File: src/rtl/alu_ctrl_sequencer.sv
// ---------------------------------------------------------------------------
// alu_ctrl_sequencer
//   Multi-cycle control FSM between instruction fetch and the 64-bit ALU
//   datapath. Accepts one RV64 instruction per valid/ready handshake and
//   decodes it into a 4-bit ALU control code. It then steps through
//   EXEC/MEM/WB, samples the ALU Zero flag for beq, and pulses done when the
//   instruction retires. Only one instruction is in flight at a time.
//
// Parameters
//   EXEC_CYCLES  ALU settle cycles spent in EXEC (1..15)
//   MEM_TIMEOUT  MEM cycles allowed before a missing mem_ack is an error (1..255)
//
// Ports
//   clk           in   rising-edge clock
//   reset         in   asynchronous, active-high reset
//   instr_valid   in   instr carries an instruction
//   instr_ready   out  sequencer is idle and can accept
//   instr[31:0]   in   RV64 instruction word
//   alu_control   out  ALU op: 0000 AND, 0001 OR, 0010 ADD, 0110 SUB
//   alu_src_imm   out  ALU B operand is the immediate (ld/sd)
//   alu_zero      in   ALU Zero flag
//   mem_read      out  held during MEM for ld
//   mem_write     out  held during MEM for sd
//   mem_ack       in   memory completion, sampled during MEM
//   reg_write     out  one-cycle writeback strobe
//   branch_taken  out  valid with done: beq and Zero was set
//   done          out  one-cycle end-of-instruction pulse
//   error         out  valid with done: illegal opcode or MEM timeout
// ---------------------------------------------------------------------------
module alu_ctrl_sequencer #(
    parameter int EXEC_CYCLES = 1,
    parameter int MEM_TIMEOUT = 15
) (
    input  logic        clk,
    input  logic        reset,
    input  logic        instr_valid,
    output logic        instr_ready,
    input  logic [31:0] instr,
    output logic [3:0]  alu_control,
    output logic        alu_src_imm,
    input  logic        alu_zero,
    output logic        mem_read,
    output logic        mem_write,
    input  logic        mem_ack,
    output logic        reg_write,
    output logic        branch_taken,
    output logic        done,
    output logic        error
);

    typedef enum logic [2:0] {
        S_IDLE, S_DECODE, S_EXEC, S_MEM, S_WB, S_FIN
    } state_t;

    typedef enum logic [2:0] {
        K_ILLEGAL, K_RTYPE, K_LD, K_SD, K_BEQ
    } kind_t;

    localparam logic [7:0] EXEC_LAST = 8'(EXEC_CYCLES);
    localparam logic [7:0] MEM_LAST  = 8'(MEM_TIMEOUT);

    localparam logic [3:0] ALU_AND = 4'b0000;
    localparam logic [3:0] ALU_OR  = 4'b0001;
    localparam logic [3:0] ALU_ADD = 4'b0010;
    localparam logic [3:0] ALU_SUB = 4'b0110;

    state_t      r_state;
    state_t      w_next;
    logic [31:0] r_instr;
    logic [7:0]  r_cnt;     // cycles spent in the current EXEC/MEM visit, 1-based
    logic        r_ready;
    logic        r_zero;    // Zero flag captured on the last EXEC cycle of a beq
    logic        r_err;

    kind_t       w_kind;
    logic [3:0]  w_alu_code;
    logic        w_accept;
    logic        w_exec_last;
    logic        w_mem_last;
    logic        w_unused_fields;

    logic [6:0]  w_opcode;
    logic [2:0]  w_funct3;
    logic [6:0]  w_funct7;

    assign w_opcode = r_instr[6:0];
    assign w_funct3 = r_instr[14:12];
    assign w_funct7 = r_instr[31:25];

    // Register and immediate fields are consumed by the datapath, not here.
    assign w_unused_fields = ^{r_instr[24:15], r_instr[11:7]};

    // Ready is only ever set while IDLE, so it alone qualifies the handshake.
    assign w_accept    = r_ready && instr_valid;
    assign w_exec_last = (r_cnt == EXEC_LAST);
    assign w_mem_last  = (r_cnt == MEM_LAST);

    // Decode of the latched instruction.
    always_comb begin
        // NOTE: every combinational output gets a default first so no path
        // through the case statement can leave it unassigned (no latch).
        w_kind     = K_ILLEGAL;
        w_alu_code = ALU_AND;
        case (w_opcode)
            7'b0110011: begin
                if (w_funct3 == 3'b000 && w_funct7 == 7'b0000000) begin
                    w_kind = K_RTYPE; w_alu_code = ALU_ADD;
                end else if (w_funct3 == 3'b000 && w_funct7 == 7'b0100000) begin
                    w_kind = K_RTYPE; w_alu_code = ALU_SUB;
                end else if (w_funct3 == 3'b111 && w_funct7 == 7'b0000000) begin
                    w_kind = K_RTYPE; w_alu_code = ALU_AND;
                end else if (w_funct3 == 3'b110 && w_funct7 == 7'b0000000) begin
                    w_kind = K_RTYPE; w_alu_code = ALU_OR;
                end
            end
            7'b0000011: begin
                if (w_funct3 == 3'b011) begin
                    w_kind = K_LD; w_alu_code = ALU_ADD;
                end
            end
            7'b0100011: begin
                if (w_funct3 == 3'b011) begin
                    w_kind = K_SD; w_alu_code = ALU_ADD;
                end
            end
            7'b1100011: begin
                if (w_funct3 == 3'b000) begin
                    w_kind = K_BEQ; w_alu_code = ALU_SUB;
                end
            end
            default: ;
        endcase
    end

    // Next-state logic.
    always_comb begin
        w_next = r_state;
        case (r_state)
            S_IDLE:   if (w_accept) w_next = S_DECODE;
            S_DECODE: w_next = (w_kind == K_ILLEGAL) ? S_FIN : S_EXEC;
            S_EXEC: begin
                if (w_exec_last) begin
                    case (w_kind)
                        K_RTYPE:    w_next = S_WB;
                        K_LD, K_SD: w_next = S_MEM;
                        default:    w_next = S_FIN;
                    endcase
                end
            end
            S_MEM: begin
                // An ack on the final allowed cycle still counts as success.
                if (mem_ack)         w_next = (w_kind == K_LD) ? S_WB : S_FIN;
                else if (w_mem_last) w_next = S_FIN;
            end
            S_WB:     w_next = S_IDLE;
            S_FIN:    w_next = S_IDLE;
            default:  w_next = S_IDLE;
        endcase
    end

    always_ff @(posedge clk or posedge reset) begin
        if (reset) begin
            r_state <= S_IDLE;
            r_instr <= '0;
            r_cnt   <= '0;
            r_ready <= 1'b0;
            r_zero  <= 1'b0;
            r_err   <= 1'b0;
        end else begin
            // NOTE: sequential state uses non-blocking assignments so every
            // flop samples values from before this edge, independent of order.
            r_state <= w_next;
            // Registered ready stays low through reset and rises the cycle the
            // FSM actually sits in IDLE.
            r_ready <= (w_next == S_IDLE);

            if (w_accept) begin
                r_instr <= instr;
                r_zero  <= 1'b0;
                r_err   <= 1'b0;
            end

            if (r_state == S_DECODE && w_kind == K_ILLEGAL) begin
                r_err <= 1'b1;
            end
            if (r_state == S_MEM && !mem_ack && w_mem_last) begin
                r_err <= 1'b1;
            end
            if (r_state == S_EXEC && w_exec_last && w_kind == K_BEQ) begin
                r_zero <= alu_zero;
            end

            if (w_next != r_state) begin
                r_cnt <= (w_next == S_EXEC || w_next == S_MEM) ? 8'd1 : 8'd0;
            end else if (r_state == S_EXEC || r_state == S_MEM) begin
                r_cnt <= r_cnt + 8'd1;
            end
        end
    end

    // Outputs depend only on registered state and the latched instruction.
    always_comb begin
        instr_ready  = r_ready;
        alu_control  = ALU_AND;
        alu_src_imm  = 1'b0;
        mem_read     = 1'b0;
        mem_write    = 1'b0;
        reg_write    = 1'b0;
        branch_taken = 1'b0;
        done         = 1'b0;
        error        = 1'b0;
        case (r_state)
            S_EXEC, S_MEM: begin
                alu_control = w_alu_code;
                alu_src_imm = (w_kind == K_LD) || (w_kind == K_SD);
                mem_read    = (r_state == S_MEM) && (w_kind == K_LD);
                mem_write   = (r_state == S_MEM) && (w_kind == K_SD);
            end
            S_WB: begin
                reg_write = 1'b1;
                done      = 1'b1;
            end
            S_FIN: begin
                done         = 1'b1;
                branch_taken = (w_kind == K_BEQ) && r_zero;
                error        = r_err;
            end
            default: ;
        endcase
    end

endmodule
File: config.mk
export PLATFORM = sky130hd
export DESIGN_NAME = alu_ctrl_sequencer
export DESIGN_NICKNAME = d
export VERILOG_FILES = /design/src/rtl/alu_ctrl_sequencer.sv
export SDC_FILE = /design/constraint.sdc
export NUM_CORES = 1
export LEC_CHECK = 0
export CORE_MARGIN = 10
export CORE_UTILIZATION = 36
export CTS_BUF_LIST = sky130_fd_sc_hd__clkbuf_16
export CTS_CLUSTER_DIAMETER = 30
export CTS_CLUSTER_SIZE = 14
export DETAILED_ROUTE_END_ITERATION = 8
export DONT_BUFFER_PORTS = 1
export GPL_ROUTABILITY_DRIVEN = 0
export PLACE_DENSITY = 0.55
export SLEW_MARGIN = 20
export SYNTH_ARGS = -nofsm -noshare
export SYNTH_HDL_FRONTEND = slang
export SYNTH_SLANG_ARGS = --single-unit
File: constraint.sdc
create_clock -name clk -period 6.3 [get_ports clk]
set_input_delay 1.26 -clock clk [delete_from_list [all_inputs] [get_ports clk]]
set_output_delay 1.26 -clock clk [all_outputs]
set_load 0.05 [all_outputs]
After elaboration in Yosys (flattened, before gate mapping)
Cells that the tools add are included.
{"block": "totals", "register_bits": 46, "elab_cells": 96}
{"block": "classes", "n_addsub": 1, "n_eq_ne": 22, "n_reduce_logical": 29, "n_mux": 38}
{"cell": "$mux 3", "count": 9}
{"cell": "$pmux 3 s4", "count": 2}
{"cell": "$eq 3x2->1 const B", "count": 7}
{"cell": "$eq 7x6->1 const B", "count": 3}
{"cell": "$mux 1", "count": 19}
{"cell": "$mux 8", "count": 2}
{"cell": "$eq 3x3->1 const B", "count": 5}
{"cell": "$logic_and 1x1->1", "count": 13}
{"cell": "$logic_not 3->1", "count": 4}
{"cell": "$pmux 3 s3", "count": 1}
{"cell": "$add 8x1->8 const B", "count": 1}
{"cell": "$eq 8x1->1 const B", "count": 1}
{"cell": "$eq 8x4->1 const B", "count": 1}
{"cell": "$reduce_or 2->1", "count": 4}
{"cell": "$eq 7x2->1 const B", "count": 1}
{"cell": "$eq 7x7->1 const B", "count": 1}
{"cell": "$logic_not 7->1", "count": 1}
{"cell": "$eq 3x1->1 const B", "count": 2}
{"cell": "$mux 2", "count": 3}
{"cell": "$pmux 3 s2", "count": 1}
{"cell": "$mux 4", "count": 1}
{"cell": "$reduce_bool 2->1", "count": 2}
{"cell": "$logic_or 1x1->1", "count": 3}
{"cell": "$ne 3x3->1", "count": 1}
{"cell": "2 further kinds", "count": 2}

Longest topological paths before layout
Gate-level depths: netlist of the first run.
{"block": "depth", "ltp_word": 16, "depth_mapped": 7, "ltp_nobuf": 7}

Worst setup path after synthesis of the first run
Ideal clock, no wire load.
{"block": "synth_path", "path_type": "flip-flop to output port", "from": "register r_instr[2]", "to": "output port mem_read", "slack_ps": 2837, "t_arrival_ps": 2203, "path_stages_with_launch": 4, "cell_sequence": "dfrtp_1 -> nand4bb_4 -> nor4_2 -> nor3b_1"}
{"block": "synth_via", "elab_chain_len": 5, "elab_cells_between_ends": 8, "classes_between": "5 x eq/ne; 2 x mux; 1 x reduce/logical"}
{"element": "from (decl)", "line_no": "69", "rtl": "logic [31:0] r_instr;"}
{"element": "from (signal assigned)", "line_no": "178", "rtl": "r_instr <= instr;"}
{"element": "$eq 7x7->1 (tied with other cells)", "line_no": "104", "rtl": "case (w_opcode)"}
{"element": "$pmux 3 s4 (*)", "line_no": "104"}
{"element": "$eq 3x2->1 (*)", "line_no": "216", "rtl": "mem_read = (r_state == S_MEM) && (w_kind == K_LD);"}
{"element": "$logic_and 1x1->1 (*)", "line_no": "216"}
{"element": "$mux 1 (*)", "line_no": "212", "rtl": "case (r_state)"}
{"element": "to (decl)", "line_no": "42", "rtl": "output logic mem_read,"}
Every way passes the cells marked *; elsewhere a longest branch is shown, timed or not.

Worst setup path in the final report of the first run
{"block": "layout_path", "from": "register r_instr[6]", "to": "output port alu_control[2]"}
{"block": "layout_via", "elab_chain_len": 4, "elab_cells_between_ends": 7, "classes_between": "4 x eq/ne; 2 x mux; 1 x reduce/logical"}
{"element": "$eq 7x6->1 or $eq 7x2->1 (tied branches)", "line_no": "104"}
{"element": "$reduce_or 2->1 (no line)"}
{"element": "$pmux 3 s3 (*)", "line_no": "104"}
{"element": "$mux 4 (*)", "line_no": "212"}
{"element": "to (decl)", "line_no": "39", "rtl": "output logic [3:0] alu_control,"}
Marks and branches as above.

==> results.cfg, run 1 <==
[global_route]
grtUsageMet2_pct = 15.87
use_met3_pct = 6.128
busiest_layer = met2
grt_pass1_vias = 1223
antenna_found_initial = 0
gr-usage-met1_pct = 10.30
overflow = 0
grt_first_pass_wirelength_um = 5865
grt_max_degree = 32
grt_usage_pct = 9.716

[sta]
slew_viol_final = 0
clock_skew_ns = 0.003676
rsz0062_at_grt = no
tightest_slew_ns = 1.133
holdWs_ns = 0.4983
hold_viol_final = 0
setup_viol = 0
max-slew-margin-rel_pct = 24.31
post-route-min-period_ns = 3.746
clock.fmax_mhz = 267.0
final.setup.tns_ns = 0
min_period_over_period_pct = 59.46

[route]
postRouteAntennaNets = 0
vias = 1100
first_pass_iters = 4
drt_iter0_drc = 43
vias_per_cell = 5.446
routed_wl_um = 3490
drc = 0
wl_per_cell_um = 17.28

[cts]
htree_levels = 2
post_cts_resized = 0
numClockSinks = 31
cts_buffer_depth = 2
clock_latency_ns = 0.27
cts_buffers = 5
cts_setup_buffers = 0
cts_tree = built
clkTransAtPathRegs_ns = 0.05
cts_hold_buf = 0
root_buffer = clkbuf_16

[power]
power_density_nw_per_um2 = 432.2
p_leak_nw = 0.7338
power.total_uw = 792.3
peakVddDrop_uv = 220.7

[placement]
dp_hpwl_um = 2788
dp_cells = 194
numPortBuffers = 0

[logic_synthesis]
synth_top_area_share_pct = 47.22
synth_area_leaders = dfrtp_1, mux2_2, nor2_1
syn-cell-area_um2 = 1643
synth_cell_types = 45
synth_ff_type = dfrtp_1
synth_top_area_cell = dfrtp_1
ys_ff_latch = 31
synthCells = 147
avgSynthCellArea_um2 = 11.18
yosysSeqAreaShare_pct = 47.22
synth_edf_count = 0
synthArstFlopShare_pct = 100.0
synth_nets = 186
yosys_warnings = 0

[layout]
antenna-diode-count = 0
regArea_um2 = 775.7
nFillCells = 434
area_growth_pct = 11.58
drive_above_1_share_pct = 22.00
layout.nets = 188
multiInputGateArea_um2 = 829.5
utilization_pct = 41.81
final-instance-count-excl-fill = 202

[worst_setup_path]
path_delay_family = simple AND/OR/NAND/NOR gates
critical_path_buf_inv_count = 0
cp_data_arrival_time_ns = 2.49
cp-start-kind = flop
critPathSlowestCell = nor2_1
cpPeakStageDelay_ns = 0.72
critical_path_class = flop to output port
crit_fanout = 6
worstPathCellList = or4b_4, nor4_4, a31oi_1, nor2_1
cp-end-kind = output port
worstPathRequired_ns = 5.04

[flow_run]
max_cap_violations = 0

[floorplanning]
die_h_um = 87.55
io_pins = 49
core_area_um2 = 4384
dieArea_um2 = 7665
initial_core_util_pct = 37.47
num_rows = 24
die_w_um = 87.55

[worst_hold_path]
min_path_type = flop to flop

[status]
status = complete, no violations
## cells in the final DEF, fill, tap and decap left out, types with 2 or more instances in the layout
cell,count
o221ai_1,2
xnor2_1,4
nand3_1,3
nor3_1,4
nand2_1,11
or3_1,3
nor2b_1,2
inv_1,6
nor4_1,2
clkinv_1,2
nand3b_1,3
and3_1,3
nand2b_1,4
xor2_1,3
dfrtp_1,31
and2_1,2
a21oi_1,3
nor2_1,12
mux2_2,17
nor3b_2,2
a31oi_1,2
ha_1,2
clkbuf_16,5
## worst register-to-register path, stage by stage (launching register included)
cell     delay [ns]
dfrtp_1        0.56
nand2_1        0.71
nand2_1        0.20
a211o_4        0.43
mux2_4         0.31
## flip-flops by register name, indices dropped and copies added (netlist names)
| register | count |
|---|---|
| r_instr | 17 |
| r_cnt | 8 |
| r_state | 3 |
| instr_ready | 1 |
| r_err | 1 |
| r_zero | 1 |
## logic make-up (layout without fill, tap and decap cells)
logic type                 count (synthesis)  count (layout)  share of synthesized area [%]
AOI/OAI and AO/OA                         15              15                          7.464
xor gates and xnor gates                   7               7                          3.732
adders and majority gates                  3               3                          2.132
buffers and inverters                     11              14                          2.894
DFF                                       31              31                          47.22
muxes                                     18              18                          12.57
other                                      1               1                         0.2283
and+or+nand+nor                           61              61                          23.76
## through the flow
step	cell area (µm²)	setup WS, ns
finish	1833	2.554
global route	1833	2.467
CTS	1833	2.519
detailed placement	1697	2.811
global placement	1697	2.824
floorplan	1643	2.837
## path summary, 6_finish.rpt
path                            cells after the start                 endpoint  slack (ns)                     from
worst min register to register                      1  r_instr[27]$_DFFE_PP0P_        0.50  r_instr[27]$_DFFE_PP0P_
worst min-delay path                                1  r_instr[27]$_DFFE_PP0P_        0.50  r_instr[27]$_DFFE_PP0P_
worst max register to register                      4     r_cnt[0]$_DFFE_PP0P_        3.98    instr_ready$_DFF_PP0_
min in group asynchronous                           2   r_instr[0]$_DFFE_PP0P_        0.96                    reset
max in group asynchronous                           2       r_zero$_DFFE_PP0P_        5.05                    reset
worst max-delay path                                4           alu_control[2]        2.55   r_instr[6]$_DFFE_PP0P_
## power breakdown
group,switching (mW),internal [mW]
combinational,0.118,0.108
sequential,0.0825,0.268
clock,0.0741,0.141
## final cells by class
cell class / count / share of cell area (%)
clock buffer: 5 / 6.826
timing repair buffer: 1 / 0.4096
multi-input combinational: 105 / 45.26
inverter: 5 / 1.024
tap: 52 / 3.549
clock inverter: 3 / 0.6143
sequential: 31 / 42.32
## Yosys cell counts (3+ instances only)
cell type	count
mux2_2	17
and3_1	3
xor2_1	3
xnor2_1	4
nand3b_1	3
nor3_1	4
or3_1	3
clkbuf_1	3
nand2b_1	4
inv_1	5
dfrtp_1	31
a21oi_1	3
nor2_1	12
nand2_1	11
nand3_1	3
## per-layer routing
metal	routed length, µm	part of all wire [%]
met5	0	0
met4	12	0.34
met3	355	10
met2	1725	49
met1	1397	40
Power figures use the tool's default switching activity.
==> run 2, diff against run 1 <==
Clock period 6.3 ns to 3.65 ns, I/O delays scaled along.
==> results.cfg, run 2 (same netlist as run 1, synthesis figures left out) <==
[status]
status = complete, no violations

[floorplanning]
die_h_um = 87.55
die_w_um = 87.55
io_pins = 49
num_rows = 24
dieArea_um2 = 7665
core_area_um2 = 4384
initial_core_util_pct = 37.47

[cts]
cts_hold_buf = 0
post_cts_resized = 0
cts_buffer_depth = 2
cts_tree = built
htree_levels = 2
clkTransAtPathRegs_ns = 0.05
cts_setup_buffers = 0
clock_latency_ns = 0.27
root_buffer = clkbuf_16
numClockSinks = 31
cts_buffers = 5

[global_route]
antenna_found_initial = 0
grt_pass1_vias = 1231
grt_usage_pct = 10.43
grtUsageMet2_pct = 17.26
use_met3_pct = 5.757
overflow = 0
gr-usage-met1_pct = 10.87
grt_first_pass_wirelength_um = 6154
busiest_layer = met2
grt_max_degree = 32

[sta]
hold_viol_final = 0
setup_viol = 0
clock_skew_ns = 0.004576
min_period_over_period_pct = 81.32
final.setup.tns_ns = 0
slew_viol_final = 0
tightest_slew_ns = 0.7111
post-route-min-period_ns = 2.968
rsz0062_at_grt = no
clock.fmax_mhz = 336.9
max-slew-margin-rel_pct = 51.37

[worst_setup_path]
reg2regPathDepth = 5
cp-start-kind = flop
critical_path.endpoint = alu_control[0]
cp_data_arrival_time_ns = 2.24
worstPathCellList = or4b_4, nor4_4, and4bb_1
r2r-end = r_cnt[0]$_DFFE_PP0P_
critPathSlowestCell = and4bb_1
reg2reg_from = r_instr[2]$_DFFE_PP0P_
cpPeakStageDelay_ns = 0.61
worstPathRequired_ns = 2.92
startpoint = r_instr[6]$_DFFE_PP0P_
critical_path_class = flop to output port
r2r_setup_slack_ns = 1.37
crit_fanout = 6
cp-end-kind = output port

[power]
power_density_nw_per_um2 = 767.8
power_frac_seq_pct = 41.4
power.total_mw = 1.463
p_leak_nw = 0.7765
pwr-share-clk_pct = 31.1
peakVddDrop_uv = 388.7
switching_share_pct = 33.25
p_switching_uw = 486.5
intPower_uw = 976.5
pwr-share-comb_pct = 27.4

[placement]
numPortBuffers = 0
dp_hpwl_um = 2908
placed_cell_area_um2 = 1742

[layout]
utilization_pct = 43.46
top_register = r_instr
drive_above_1_share_pct = 26.28
design_area_um2 = 1906
layout_commonest_cell = dfrtp_1
largest_register_ffs = 17
layout.nets = 194
area_growth_pct = 15.99
reg.largest.list = r_instr x17, r_cnt x8, r_state x3
layout_common_cells = dfrtp_1, mux2_2, nor2_1
antenna-diode-count = 0

[worst_hold_path]
min_path_type = input port to asynchronous set/reset pin

[route]
routed_wl_um = 3672
vias_per_cell = 5.457
vias = 1135
wl_per_cell_um = 17.65
drt_iter0_drc = 25
postRouteAntennaNets = 0
drc = 0
first_pass_iters = 4

[flow_run]
max_cap_violations = 0
[run 2: final cells by class]
type	count	area, µm²
fill	444	2479
clock inverter	3	38.79
tap	52	65.06
clock buffer	5	125.1
inverter	5	18.77
timing repair buffer	7	52.55
multi-input combinational	105	829.5
sequential	31	775.7
[run 2: critical path: cells and delay by family, from the launching register on]
| kind | cells | cell delay [ns] |
|---|---|---|
| flip-flops | 1 | 0.42 |
| AND/OR/NAND/NOR | 3 | 1.55 |
[run 2: layer usage]
metal  routed length (µm)  up-vias  part of all wire, %
met1                 1425      554                   39
met4                   34        0                 0.93
met3                  351        4                  9.6
met5                    0        -                    0
li1                     -      545                    -
met2                 1861       32                   51
[run 2: worst min-delay path by stage]
stage                             from                       to  slack, ns  cells after the start
6_report                         reset    instr_ready$_DFF_PP0_       0.43                      2
5_1_grt                          reset   r_instr[0]$_DFFE_PP0P_       0.46                      2
4_1_cts                          reset     r_state[2]$_DFF_PP0_       0.44                      2
3_5_place_dp   r_instr[28]$_DFFE_PP0P_  r_instr[28]$_DFFE_PP0P_       0.49                      1
3_3_place_gp         r_err$_DFFE_PP0P_        r_err$_DFFE_PP0P_       0.48                      2
2_1_floorplan        r_err$_DFFE_PP0P_        r_err$_DFFE_PP0P_       0.45                      2
[run 2: stage by stage]
step                      hold WS [ns]  instances  worst slack [ns]
after floorplan                 0.4497        147            0.7174
after global placement          0.4779        200            0.9686
after detailed placement        0.4852        200            0.9547
after CTS                       0.4376        208            0.6648
after global routing            0.4596        208            0.6102
final                           0.4265        208            0.6817
[run 2: power by group through the flow]
| stage | clock (mW) | sequential, mW | combinational, mW |
|---|---|---|---|
| 3_5_place_dp | 0 | 0.612 | 0.409 |
| 5_1_grt | 0.487 | 0.627 | 0.440 |
| 6_report | 0.456 | 0.606 | 0.402 |
| 4_1_cts | 0.466 | 0.607 | 0.410 |
| 3_3_place_gp | 0 | 0.604 | 0.395 |
| 2_1_floorplan | 0 | 0.562 | 0.358 |
